[src/rtl/cache_pkg.sv]
// Shared types and constants for the IC/DC memory-port arbiter.
package cache_pkg;

  localparam int ADDR_W = 28;
  localparam int DATA_W = 128;

  localparam logic CLI_IC = 1'b0;
  localparam logic CLI_DC = 1'b1;

  typedef enum logic [1:0] {
    IDLE   = 2'd0,
    GNT_IC = 2'd1,
    GNT_DC = 2'd2
  } arb_state_t;

endpackage

[src/rtl/arb_pick2.sv]
// Combinational 2-way picker: a lone requester always wins; on a tie the
// pointer decides in round-robin mode, otherwise DC wins.
module arb_pick2
  import cache_pkg::*;
(
  input  logic req_ic_i,
  input  logic req_dc_i,
  input  logic ptr_i,
  input  logic rr_mode_i,
  output logic winner_o
);

  always_comb begin
    winner_o = CLI_IC;
    if (req_ic_i && req_dc_i) begin
      winner_o = rr_mode_i ? ptr_i : CLI_DC;
    end else if (req_dc_i) begin
      winner_o = CLI_DC;
    end
  end

endmodule

[src/rtl/cache_mem_arbiter.sv]
// Shares one block-memory port between IC and DC; grant held until mem_ready.
// ARB_RR_EN selects round-robin tie-break, otherwise DC has fixed priority.
module cache_mem_arbiter
  import cache_pkg::*;
#(
  parameter int ADDR_W = cache_pkg::ADDR_W,
  parameter int DATA_W = cache_pkg::DATA_W
) (
  input  logic              clk,
  input  logic              proc_reset,

  input  logic              ic_mem_read,
  input  logic              ic_mem_write,
  input  logic [ADDR_W-1:0] ic_mem_addr,
  input  logic [DATA_W-1:0] ic_mem_wdata,
  output logic              ic_mem_ready,
  output logic [DATA_W-1:0] ic_mem_rdata,

  input  logic              dc_mem_read,
  input  logic              dc_mem_write,
  input  logic [ADDR_W-1:0] dc_mem_addr,
  input  logic [DATA_W-1:0] dc_mem_wdata,
  output logic              dc_mem_ready,
  output logic [DATA_W-1:0] dc_mem_rdata,

  output logic              mem_read,
  output logic              mem_write,
  output logic [ADDR_W-1:0] mem_addr,
  output logic [DATA_W-1:0] mem_wdata,
  input  logic              mem_ready,
  input  logic [DATA_W-1:0] mem_rdata,

  output logic              arb_busy,
  output logic              arb_owner
);

  arb_state_t state_q, state_d;
  logic       req_ic, req_dc;
  logic       winner;
  logic       ptr_cur;
  logic       rr_mode;
  logic       grant_now;

  assign req_ic    = ic_mem_read | ic_mem_write;
  assign req_dc    = dc_mem_read | dc_mem_write;
  assign grant_now = (state_q == IDLE) && (req_ic || req_dc);

`ifdef ARB_RR_EN
  logic ptr_q, ptr_d;

  assign rr_mode = 1'b1;
  assign ptr_cur = ptr_q;

  // Every grant, contested or not, hands preference to the other client.
  always_comb begin
    ptr_d = ptr_q;
    if (grant_now) ptr_d = ~winner;
  end

  always_ff @(posedge clk) begin
    if (proc_reset) ptr_q <= CLI_IC;
    else            ptr_q <= ptr_d;
  end
`else
  assign rr_mode = 1'b0;
  assign ptr_cur = CLI_IC;
`endif

  arb_pick2 u_pick (
    .req_ic_i  (req_ic),
    .req_dc_i  (req_dc),
    .ptr_i     (ptr_cur),
    .rr_mode_i (rr_mode),
    .winner_o  (winner)
  );

  always_ff @(posedge clk) begin
    if (proc_reset) state_q <= IDLE;
    else            state_q <= state_d;
  end

  // Write wins over read when a client raises both.
  always_comb begin
    state_d      = state_q;
    mem_read     = 1'b0;
    mem_write    = 1'b0;
    mem_addr     = '0;
    mem_wdata    = '0;
    ic_mem_ready = 1'b0;
    dc_mem_ready = 1'b0;
    case (state_q)
      IDLE: begin
        if (grant_now) state_d = (winner == CLI_DC) ? GNT_DC : GNT_IC;
      end
      GNT_IC: begin
        mem_read     = ic_mem_read & ~ic_mem_write;
        mem_write    = ic_mem_write;
        mem_addr     = ic_mem_addr;
        mem_wdata    = ic_mem_wdata;
        ic_mem_ready = mem_ready;
        if (mem_ready) state_d = IDLE;
      end
      GNT_DC: begin
        mem_read     = dc_mem_read & ~dc_mem_write;
        mem_write    = dc_mem_write;
        mem_addr     = dc_mem_addr;
        mem_wdata    = dc_mem_wdata;
        dc_mem_ready = mem_ready;
        if (mem_ready) state_d = IDLE;
      end
      default: state_d = IDLE;
    endcase
  end

  assign ic_mem_rdata = mem_rdata;
  assign dc_mem_rdata = mem_rdata;
  assign arb_busy     = (state_q != IDLE);
  assign arb_owner    = (state_q == GNT_DC);

endmodule

[config.mk]
export PLATFORM = sky130hd
export DESIGN_NAME = cache_mem_arbiter
export DESIGN_NICKNAME = d
export VERILOG_FILES = /design/src/rtl/cache_pkg.sv /design/src/rtl/arb_pick2.sv /design/src/rtl/cache_mem_arbiter.sv
export SDC_FILE = /design/constraint.sdc
export NUM_CORES = 1
export LEC_CHECK = 0
export CAP_MARGIN = 20
export CORE_AREA = 2 2 340 342
export CTS_CLUSTER_SIZE = 10
export DETAILED_ROUTE_END_ITERATION = 6
export DIE_AREA = 0 0 342 344
export PLACE_DENSITY = 0.3
export SETUP_SLACK_MARGIN = 0.3
export SLEW_MARGIN = 20
export SYNTH_ARGS = -nofsm -noshare
export SYNTH_HDL_FRONTEND = slang
export SYNTH_SLANG_ARGS = --single-unit
[constraint.sdc]
create_clock -name clk -period 2 [get_ports clk]
set_clock_uncertainty 0.1 [all_clocks]
set_input_delay 0.4 -clock clk [delete_from_list [all_inputs] [get_ports clk]]
set_output_delay 0.4 -clock clk [all_outputs]
set_load 0.01 [all_outputs]
After elaboration in Yosys (flattened, before gate mapping)

Index checks and enable logic that the tools add are counted.

Equality and inequality tests: 4
Muxes and demuxes: 12
Bitwise logic cells: 6
Reduce and logical (&&, ||, !) cells: 7

Operator list:

| cell                                                                     | number |
|---|---|
| 128-bit one-hot mux with 2 select lines                                  | 1 |
| 28-bit one-hot mux with 2 select lines                                   | 1 |
| 2-bit 2-to-1 mux                                                         | 3 |
| 1-bit 2-to-1 mux                                                         | 4 |
| 1-bit one-hot mux with 2 select lines                                    | 2 |
| 2-bit one-hot mux with 2 select lines                                    | 1 |
| 1-bit bitwise AND                                                        | 2 |
| 2-bit by 1-bit equality test with 1-bit output (second input constant)   | 1 |
| 2-bit equality test (second input constant)                              | 1 |
| 1-bit logical AND                                                        | 2 |
| 2-bit logical NOT                                                        | 1 |
| 2-bit by 1-bit inequality test with 1-bit output (second input constant) | 1 |
| 2-bit inequality test (second input constant)                            | 1 |
| 1-bit inverter                                                           | 2 |
| 1-bit bitwise OR                                                         | 2 |
| 2-bit AND reduction                                                      | 1 |
| 2-bit nonzero test                                                       | 1 |
| 2-bit OR reduction                                                       | 1 |
| 1-bit logical OR                                                         | 1 |

Flip-flop bits (word level): 2
Input bits: 447
Output and inout bits: 418

Longest topological paths before layout

Gate-level depths: netlist of the first run.

Depth after elaboration: 6
Mapped depth: 8
Depth with buffers taken out: 5

By module

A second synthesis of the first run with hierarchy kept.

Cell total of the unflattened synthesis: 654
Area total of the unflattened synthesis: 4551.9 µm²

By module, submodules not included:

| module            | instances | cells each | area an instance (µm²) | seq. area each (µm²) |
|---|---|---|---|---|
| cache_mem_arbiter | 1         | 651        | 4531.8                 | 40.0 |
| arb_pick2         | 1         | 3          | 20.0                   | 0.0 |

Least setup slack after synthesis of the first run

OpenSTA, ideal clock, no wires.

Kind: register to output
Start: register state_q[1]
End: output port mem_addr[0]
Data arrival time: 1.338 ns
Data required time: 1.500 ns
Path slack: 0.162 ns
Stages on the path, launching flop included: 6
Path through: dfxtp_1 inv_1 ha_1 buf_2 clkbuf_1 nor2b_1

Cells in the longest elaborated chain, start to end: 2
Elaborated cells on any way between the ends: 3

Ends and longest elaborated chain:

| item                                                                                         | line                    | RTL |
|---|---|---|
| start, declared                                                                              | cache_mem_arbiter.sv:37 | `arb_state_t state_q, state_d;` |
| start signal, assigned                                                                       | cache_mem_arbiter.sv:79 | `else state_q <= state_d;` |
| 2-bit equality test / 2-bit by 1-bit equality test with 1-bit output (equally long branches) | cache_mem_arbiter.sv:91 | `case (state_q)` |
| 28-bit one-hot mux with 2 select lines *                                                     | cache_mem_arbiter.sv:91 |  |
| end, declared                                                                                | cache_mem_arbiter.sv:28 | `output logic [ADDR_W-1:0] mem_addr,` |

Every way passes the cells marked *; elsewhere a longest branch is shown, timed or not.

Worst setup path in the final report of the first run

Start: register state_q[0]
End: output port mem_wdata[118]

Cells in the longest elaborated chain, start to end: 2
Elaborated cells on any way between the ends: 3

Ends and longest elaborated chain:

| item                                                                                         | line                    | RTL |
|---|---|---|
| 2-bit equality test / 2-bit by 1-bit equality test with 1-bit output (equally long branches) | cache_mem_arbiter.sv:91 |  |
| 128-bit one-hot mux with 2 select lines *                                                    | cache_mem_arbiter.sv:91 |  |
| end, declared                                                                                | cache_mem_arbiter.sv:29 | `output logic [DATA_W-1:0] mem_wdata,` |

Marked as above.

==> results.md, run 1 <==
* Outcome: complete, but fails checks
* Violated checks: negative setup slack
* GRT Resource Usage Total at 0.0678
* Die ar. at 118000 µm²
* Final antenna-violating net count at 0
* Clock slew at reported path FFs at 0.03 ns
* Tmin final at 2.35 ns
* Via count at 5922
* RSZ-0062 raised after global routing: true
* Max Fclk at 425 MHz
* Finished Layout Cells at 2484
* Fin. max-slew vios at 0
* VDD IR-drop max at 0.000230 V
* Most flop-heavy register: state_q
* Syn Nets at 1097
* Period utilization at 1.18
* Synth Instances at 646
* Max clock buf depth at 2
* Largest family of logic cells by synthesized area: buffers and inverters
* Most frequent cell after synthesis: buf_4
* Synth Area in Adders at 0.0110
* Worst Setup End Kind: output pin
* Synth warn at 0
* Critical path arrival at 1.85 ns
* Relative slew slack at 0.771
* Effective utilization at floorplan at 0.0399
* Post-route cell area at 13000 µm²
* Kind of start point of the critical path: flop
* Logic pwr share at 0.944
* Worst hold-check path type: reg -> reg
* Max-cap viol count at 0
* Most used cell along the critical path: buf_4
* #FFs+latches synth at 2
* Sequential area share after synthesis at 0.00882
* First-pass DRT Iterations at 4
* Routability cong. at 0.752
* IO Port Bufs at 480
* Dpl hpwl at 35.7 mm
* Via density at 2.38
* Number of fillers in the final layout at 13100
* First-pass GRT wire length at 54.5 mm
* Die Wd at 342 µm
* Synth Flop Type: dfxtp_1
* Switching Share at 0.391
* P_sw at 2500 µW
* Overall routed net length at 47.8 mm
* Largest register FFs at 2
* Hold slack at 0.568 ns
* TritonCTS clock tree: built
* Synth unique cells at 21
* Final setup margin at -0.353 ns
* Peak fanout along the critical path at 5
* Largest net degree at the start of global routing at 50
* Layout cells sized above 1 at 0.605
* Critical path's largest stage delay at 0.35 ns
* Worst setup path class: reg -> out
* Cts bufs inserted at 3
* Core outline area at 114000 µm²
* Commonest cells post-synth: buf_4 (259), a22oi_1 (157), nor2b_1 (157)
* TritonCTS Sinks at 2
* Crit-path slowest cell: dfxtp_4
* Inst Count DP at 2386
* Leakage at 0.00422 µW
* FP Rows at 124
* Sequential share of power at 0.009
* Compound-Gate Fraction of Synth Area at 0.267
* Clock Power Share at 0.047
* Critical-path cell list: inv_4 -> ha_4 -> buf_4 -> buf_12 -> bufbuf_16 -> buf_4 -> nor2b_2 -> buf_2
* Xor/xnor share of the synthesized area at 0
* Pre-CTS setup slack at -0.469 ns
* Pint at 3900 µW
* Antenna fix cells at 0
* I/O pins at 865
* Most area-consuming cells after synthesis: buf_4 (43%), a22oi_1 (26%), nor2b_1 (22%)
* CP required at 1.50 ns
* Die height at 344 µm
* Clk Latency, worst-skew pair at 0.22 ns
* Root buffer cell: clkbuf_16
* Top cell type's share of synthesized area at 0.428
* Area delta synth->final at 187%
* Hold Fails Final Rpt at 0
* Top Registers: state_q (2)
* Final setup viols at 158
* # DRC at 0
* Placed Area at 10500 µm²
* Wirelength per Cell at 19.3 µm
* Power per cell area at 491 nW/µm²
* Vias in the first global route at 6190
* Mean Syn Cell Area at 7.03 µm²
* Final net count at 1425
* Mux cell area share after synthesis at 0
* Initial antenna violation count at 4
* Slew @ Worst Pin at 0.343 ns
* Cell type with the largest total area after synthesis: buf_4
* EDFF count, synth at 0
* Total grt overflow at 0
* Asr flop ratio synth at 0
* Iter 0 DRT Violations at 134
* Synth Area in Simple Gates at 0.230
* Max H-tree Level at 1
* Netlist Area Pre-Place at 4540 µm²
## power groups by stage
| stage | sequential, µW | combinational (µW) | clock (µW) |
|---|---|---|---|
| 2_1_floorplan | 52.2 | 2060 | 0 |
| 3_3_place_gp | 54.8 | 3910 | 0 |
| 3_5_place_dp | 54.6 | 3920 | 0 |
| 4_1_cts | 55.6 | 4900 | 309 |
| 5_1_grt | 58.4 | 6430 | 311 |
| 6_report | 57.2 | 6050 | 302 |
## cells in the final DEF (no fill, tap or decap), drive strengths merged
cell type,n
nand3b,1
clkdlybuf4s15,9
nor3b,1
a22oi,157
clkdlybuf4s50,320
nor2b,158
dlygate4sd2,3
or3,1
a211oi,1
buf,271
and2,3
nand2,1
clkbuf,26
dfxtp,2
inv,3
bufbuf,2
dlymetal6s2s,3
a21oi,2
nor2,1
o21ai,2
o21bai,1
ha,4
## layer usage
layer | vias up | share of wire | track usage
met3 | 134 | 0.073 | 0.0179
met1 | 2738 | 0.40 | 0.0786
met5 | - | 0 | 0
li1 | 2623 | - | -
met2 | 427 | 0.50 | 0.122
met4 | 0 | 0.022 | 0.0193
## worst max-delay path: cells and delay by family, from the launching register on
kind / cells / cell delay (ns)
adders and majority gates: 1 / 0.27
buffers and inverters: 6 / 0.86
DFF: 1 / 0.35
and+or+nand+nor: 1 / 0.14
## per-stage QoR
step / utilization / power (µW) / setup TNS (ns)
floorplan: - / 2110 / 0
global placement: 0.0918 / 3960 / -39.93
detailed placement: 0.0918 / 3970 / -41.30
CTS: 0.0993 / 5260 / -49.54
global route: 0.115 / 6800 / -47.48
finish: 0.115 / 6400 / -36.95
## kinds of logic after synthesis
logic type      Yosys count
compound gates          163
flops                     2
simple gates            166
buf+inv                 311
fa+ha+maj                 4
## worst paths after layout
| path | startpoint | end | slack [ns] | cells after the start |
|---|---|---|---|---|
| worst max-delay path | state_q[0] | mem_wdata[118] | -0.35 | 8 |
| worst min-delay path | state_q[1] | state_q[1] | 0.57 | 3 |
| worst max register to register | state_q[0] | state_q[1] | 0.36 | 6 |
| worst min register to register | state_q[1] | state_q[1] | 0.57 | 3 |
## repair_timing
action | CTS | global route
pin swaps | 6 | 51
buffers inserted | 28 | 43
gates resized for setup | 343 | 352
setup endpoints to repair | 164 | 164
cloned | 10 | 14
hold buffers | 0 | 0
## cell type report
cell class,instances,area [µm²],share of cell area
multi-input combinational,333,3730,0.286
inverter,3,16.3,0.00125
timing repair buffer,631,7280,0.558
sequential,2,47.5,0.00365
tap,1512,1890,0.145
clock buffer,3,75.1,0.00576
No activity file was read; power rests on OpenSTA's default activity.
==> run 2, diff against run 1 <==
Settings changed: SYNTH_HIERARCHICAL set to 1.
==> run 2 against run 1 <==
Against the previous run:
- the run still ends with negative setup slack left
- core utilization rose by 0.28 points
- synthesized cell count rose by 1.2%
- first-iteration DRC count fell by 3.0%
- highest routed layer is now met5
- critical path type unchanged
- critical endpoint is now mem_wdata[82]
- largest power group unchanged
==> results.md, run 2 <==
* Inst Count DP at 2409 (was 2386)
* Root buffer cell: clkbuf_16 (unchanged)
* Peak fanout along the critical path at 6 (was 5)
* GRT Resource Usage Total at 0.0837 (was 0.0678)
* Hold slack at 0.569 ns (was 0.568 ns)
* Netlist Area Pre-Place at 4550 µm² (was 4540 µm²)
* Synth Flop Type: dfxtp_1 (unchanged)
* Core outline area at 114000 µm² (unchanged)
* Synth Instances at 654 (was 646)
* Final setup margin at -0.412 ns (was -0.353 ns)
* IO Port Bufs at 480 (unchanged)
* Fin. max-slew vios at 0 (unchanged)
* Clk Latency, worst-skew pair at 0.23 ns (was 0.22 ns)
* Number of fillers in the final layout at 13100 (about the same)
* Count of hold-fix buffers inserted at cts at 0 (unchanged)
* Via density at 2.47 (was 2.38)
* RSZ-0062 raised after global routing: true (unchanged)
* Layout cells sized above 1 at 0.637 (was 0.605)
* Critical path arrival at 1.91 ns (was 1.85 ns)
* Die ar. at 118000 µm² (unchanged)
* Worst Setup End Kind: output pin (unchanged)
* Tmin final at 2.41 ns (was 2.35 ns)
* TritonCTS clock tree: built (unchanged)
* Synth unique cells at 23 (was 21)
* # DRC at 0 (unchanged)
* Power per cell area at 435 nW/µm² (was 491 nW/µm²)
* Most frequent cells in the layout: clkdlybuf4s50_1 (316), a22oi_2 (152), nor2b_2 (88), buf_12 (82), buf_6 (71) (was clkdlybuf4s50_1 (320), a22oi_2 (131), buf_6 (91), nor2b_4 (73), buf_12 (69))
* First-pass DRT Iterations at 4 (unchanged)
* Overall routed net length at 56.3 mm (was 47.8 mm)
* Leakage at 0.00437 µW (was 0.00422 µW)
* Most flop-heavy register: state_q (unchanged)
* Most frequent cell after synthesis: buf_4 (unchanged)
* Asr flop ratio synth at 0 (unchanged)
* Period utilization at 1.21 (was 1.18)
* Max Fclk at 415 MHz (was 425 MHz)
* Initial antenna violation count at 20 (was 4)
* Iter 0 DRT Violations at 130 (was 134)
* Max-cap viol count at 0 (unchanged)
* Most common cell after layout, fill and taps aside: clkdlybuf4s50_1 (unchanged)
* Vias in the first global route at 6534 (was 6190)
* First-pass GRT wire length at 64.9 mm (was 54.5 mm)
* Die height at 344 µm (unchanged)
* Sequential area share after synthesis at 0.00880 (was 0.00882)
* Effective utilization at floorplan at 0.0400 (was 0.0399)
* Cell type with the largest total area after synthesis: buf_4 (unchanged)
* Die Wd at 342 µm (unchanged)
* Clock slew at reported path FFs at 0.03 ns (about the same)
* Synth warn at 6 (was 0)
* Top cell type's share of synthesized area at 0.422 (was 0.428)
* VDD IR-drop max at 0.000207 V (was 0.000230 V)
* Mean Syn Cell Area at 6.96 µm² (was 7.03 µm²)
* Kind of start point of the critical path: flop (unchanged)
* EDFF count, synth at 0 (unchanged)
* Violated checks: negative setup slack (unchanged)
* Worst setup path class: reg -> out (unchanged)
* Outcome: complete, but fails checks (unchanged)
* Routability cong. at 0.775 (was 0.752)
* Finished Layout Cells at 2528 (was 2484)
* Final antenna-violating net count at 0 (unchanged)
* Total grt overflow at 0 (unchanged)
* Commonest cells post-synth: buf_4 (256), a22oi_1 (157), nor2b_1 (157) (was buf_4 (259), a22oi_1 (157), nor2b_1 (157))
* Worst hold-check path type: reg -> reg (unchanged)
* TritonCTS Sinks at 2 (unchanged)
* Via count at 6255 (was 5922)
* Cts bufs inserted at 3 (unchanged)
* #FFs+latches synth at 2 (unchanged)
* Most area-consuming cells after synthesis: buf_4 (42%), a22oi_1 (26%), nor2b_1 (22%) (was buf_4 (43%), a22oi_1 (26%), nor2b_1 (22%))
* Max clock buf depth at 2 (unchanged)
* Max H-tree Level at 1 (unchanged)
* Top Registers: state_q (2) (unchanged)
* Wirelength per Cell at 22.3 µm (was 19.3 µm)
* Dpl hpwl at 41.9 mm (was 35.7 mm)
* Area delta synth->final at 194% (was 187%)
* Hold Fails Final Rpt at 0 (unchanged)
* I/O pins at 865 (unchanged)
* Final net count at 1463 (was 1425)
* FP Rows at 124 (unchanged)
* Largest register FFs at 2 (unchanged)
* Final setup viols at 159 (was 158)
* CP required at 1.50 ns (about the same)
* Largest net degree at the start of global routing at 36 (was 50)
==> run 2: what timing repair did <==
| item | in CTS | in global routing |
|---|---|---|
| buffers inserted | 30 | 50 |
| setup endpoints to repair | 164 | 164 |
| cloned | 13 | 17 |
| resized for setup | 422 | 291 |
| pin swaps | 15 | 57 |
==> run 2: routing by layer <==
layer  GRT usage  part of all wire  routed length, µm  vias up
met1       0.107              0.43              24000     2921
met5           0           0.00062                 35        -
met2       0.133              0.45              25100      492
met4      0.0237             0.031               1740        6
met3      0.0276             0.096               5410      115
li1            -                 -                  -     2721
==> run 2: worst paths after layout <==
check        startpoint       endpoint  slack [ns]  cells past startpoint
max          state_q[0]  mem_wdata[82]       -0.41                      9
min          state_q[1]     state_q[1]        0.57                      3
max reg2reg  state_q[0]     state_q[0]        0.05                      8
min reg2reg  state_q[1]     state_q[1]        0.57                      3
==> run 2: layout make-up <==
type / instances / area (µm²) / area share
multi-input cells: 340 / 3730 / 0.279
well taps: 1512 / 1890 / 0.142
inverters: 5 / 23.8 / 0.00178
diodes: 5 / 12.5 / 0.000936
repair buffers: 660 / 7580 / 0.567
clock buffers: 4 / 78.8 / 0.00590
flip-flops and latches: 2 / 47.5 / 0.00356
==> run 2: report_power, final <==
part | switching (µW) | total, µW | leakage [µW] | internal (µW)
combinational | 2260 | 5440 | 0.00432 | 3190
sequential | 8.41 | 54.9 | 0.0000178 | 46.4
clock | 54.6 | 318 | 0.0000382 | 263
==> run 2: critical path: stages, from the launching register on <==
cell	delay, ns
dfxtp_4	0.36
inv_4	0.05
ha_4	0.16
buf_6	0.13
buf_16	0.15
buf_16	0.15
buf_6	0.12
a22oi_2	0.30
nor2b_2	0.08
buf_2	0.15
==> run 2: per-stage QoR <==
step | setup TNS [ns] | total power (µW) | util | area, µm² | worst slack (ns)
after global routing | -54.23 | 6180 | 0.117 | 13300 | -0.470
after global placement | -47.84 | 3460 | 0.0932 | 10600 | -0.542
after floorplan | 0 | 1870 | - | 5030 | 0.272
after detailed placement | -46.87 | 3470 | 0.0932 | 10600 | -0.521
final | -44.20 | 5810 | 0.117 | 13400 | -0.412
after CTS | -51.93 | 4790 | 0.103 | 11800 | -0.527
==> run 2: logic make-up (layout without fill, tap and decap cells) <==
kind of cell | after synthesis | after routing | synth area share
AOI/OAI and AO/OA | 161 | 161 | 0.266
DFF | 2 | 2 | 0.00880
buffers and inverters | 313 | 669 | 0.477
adders and majority gates | 4 | 4 | 0.0110
and+or+nand+nor | 173 | 173 | 0.237
other | 1 | 7 | 0.000824
==> run 3, diff against run 2 <==
Settings changed: ABC_CLOCK_PERIOD_IN_PS set to 2000.
==> results of run 3 <==
No change in the layout: final DEF, timing and power equal those of run 2.
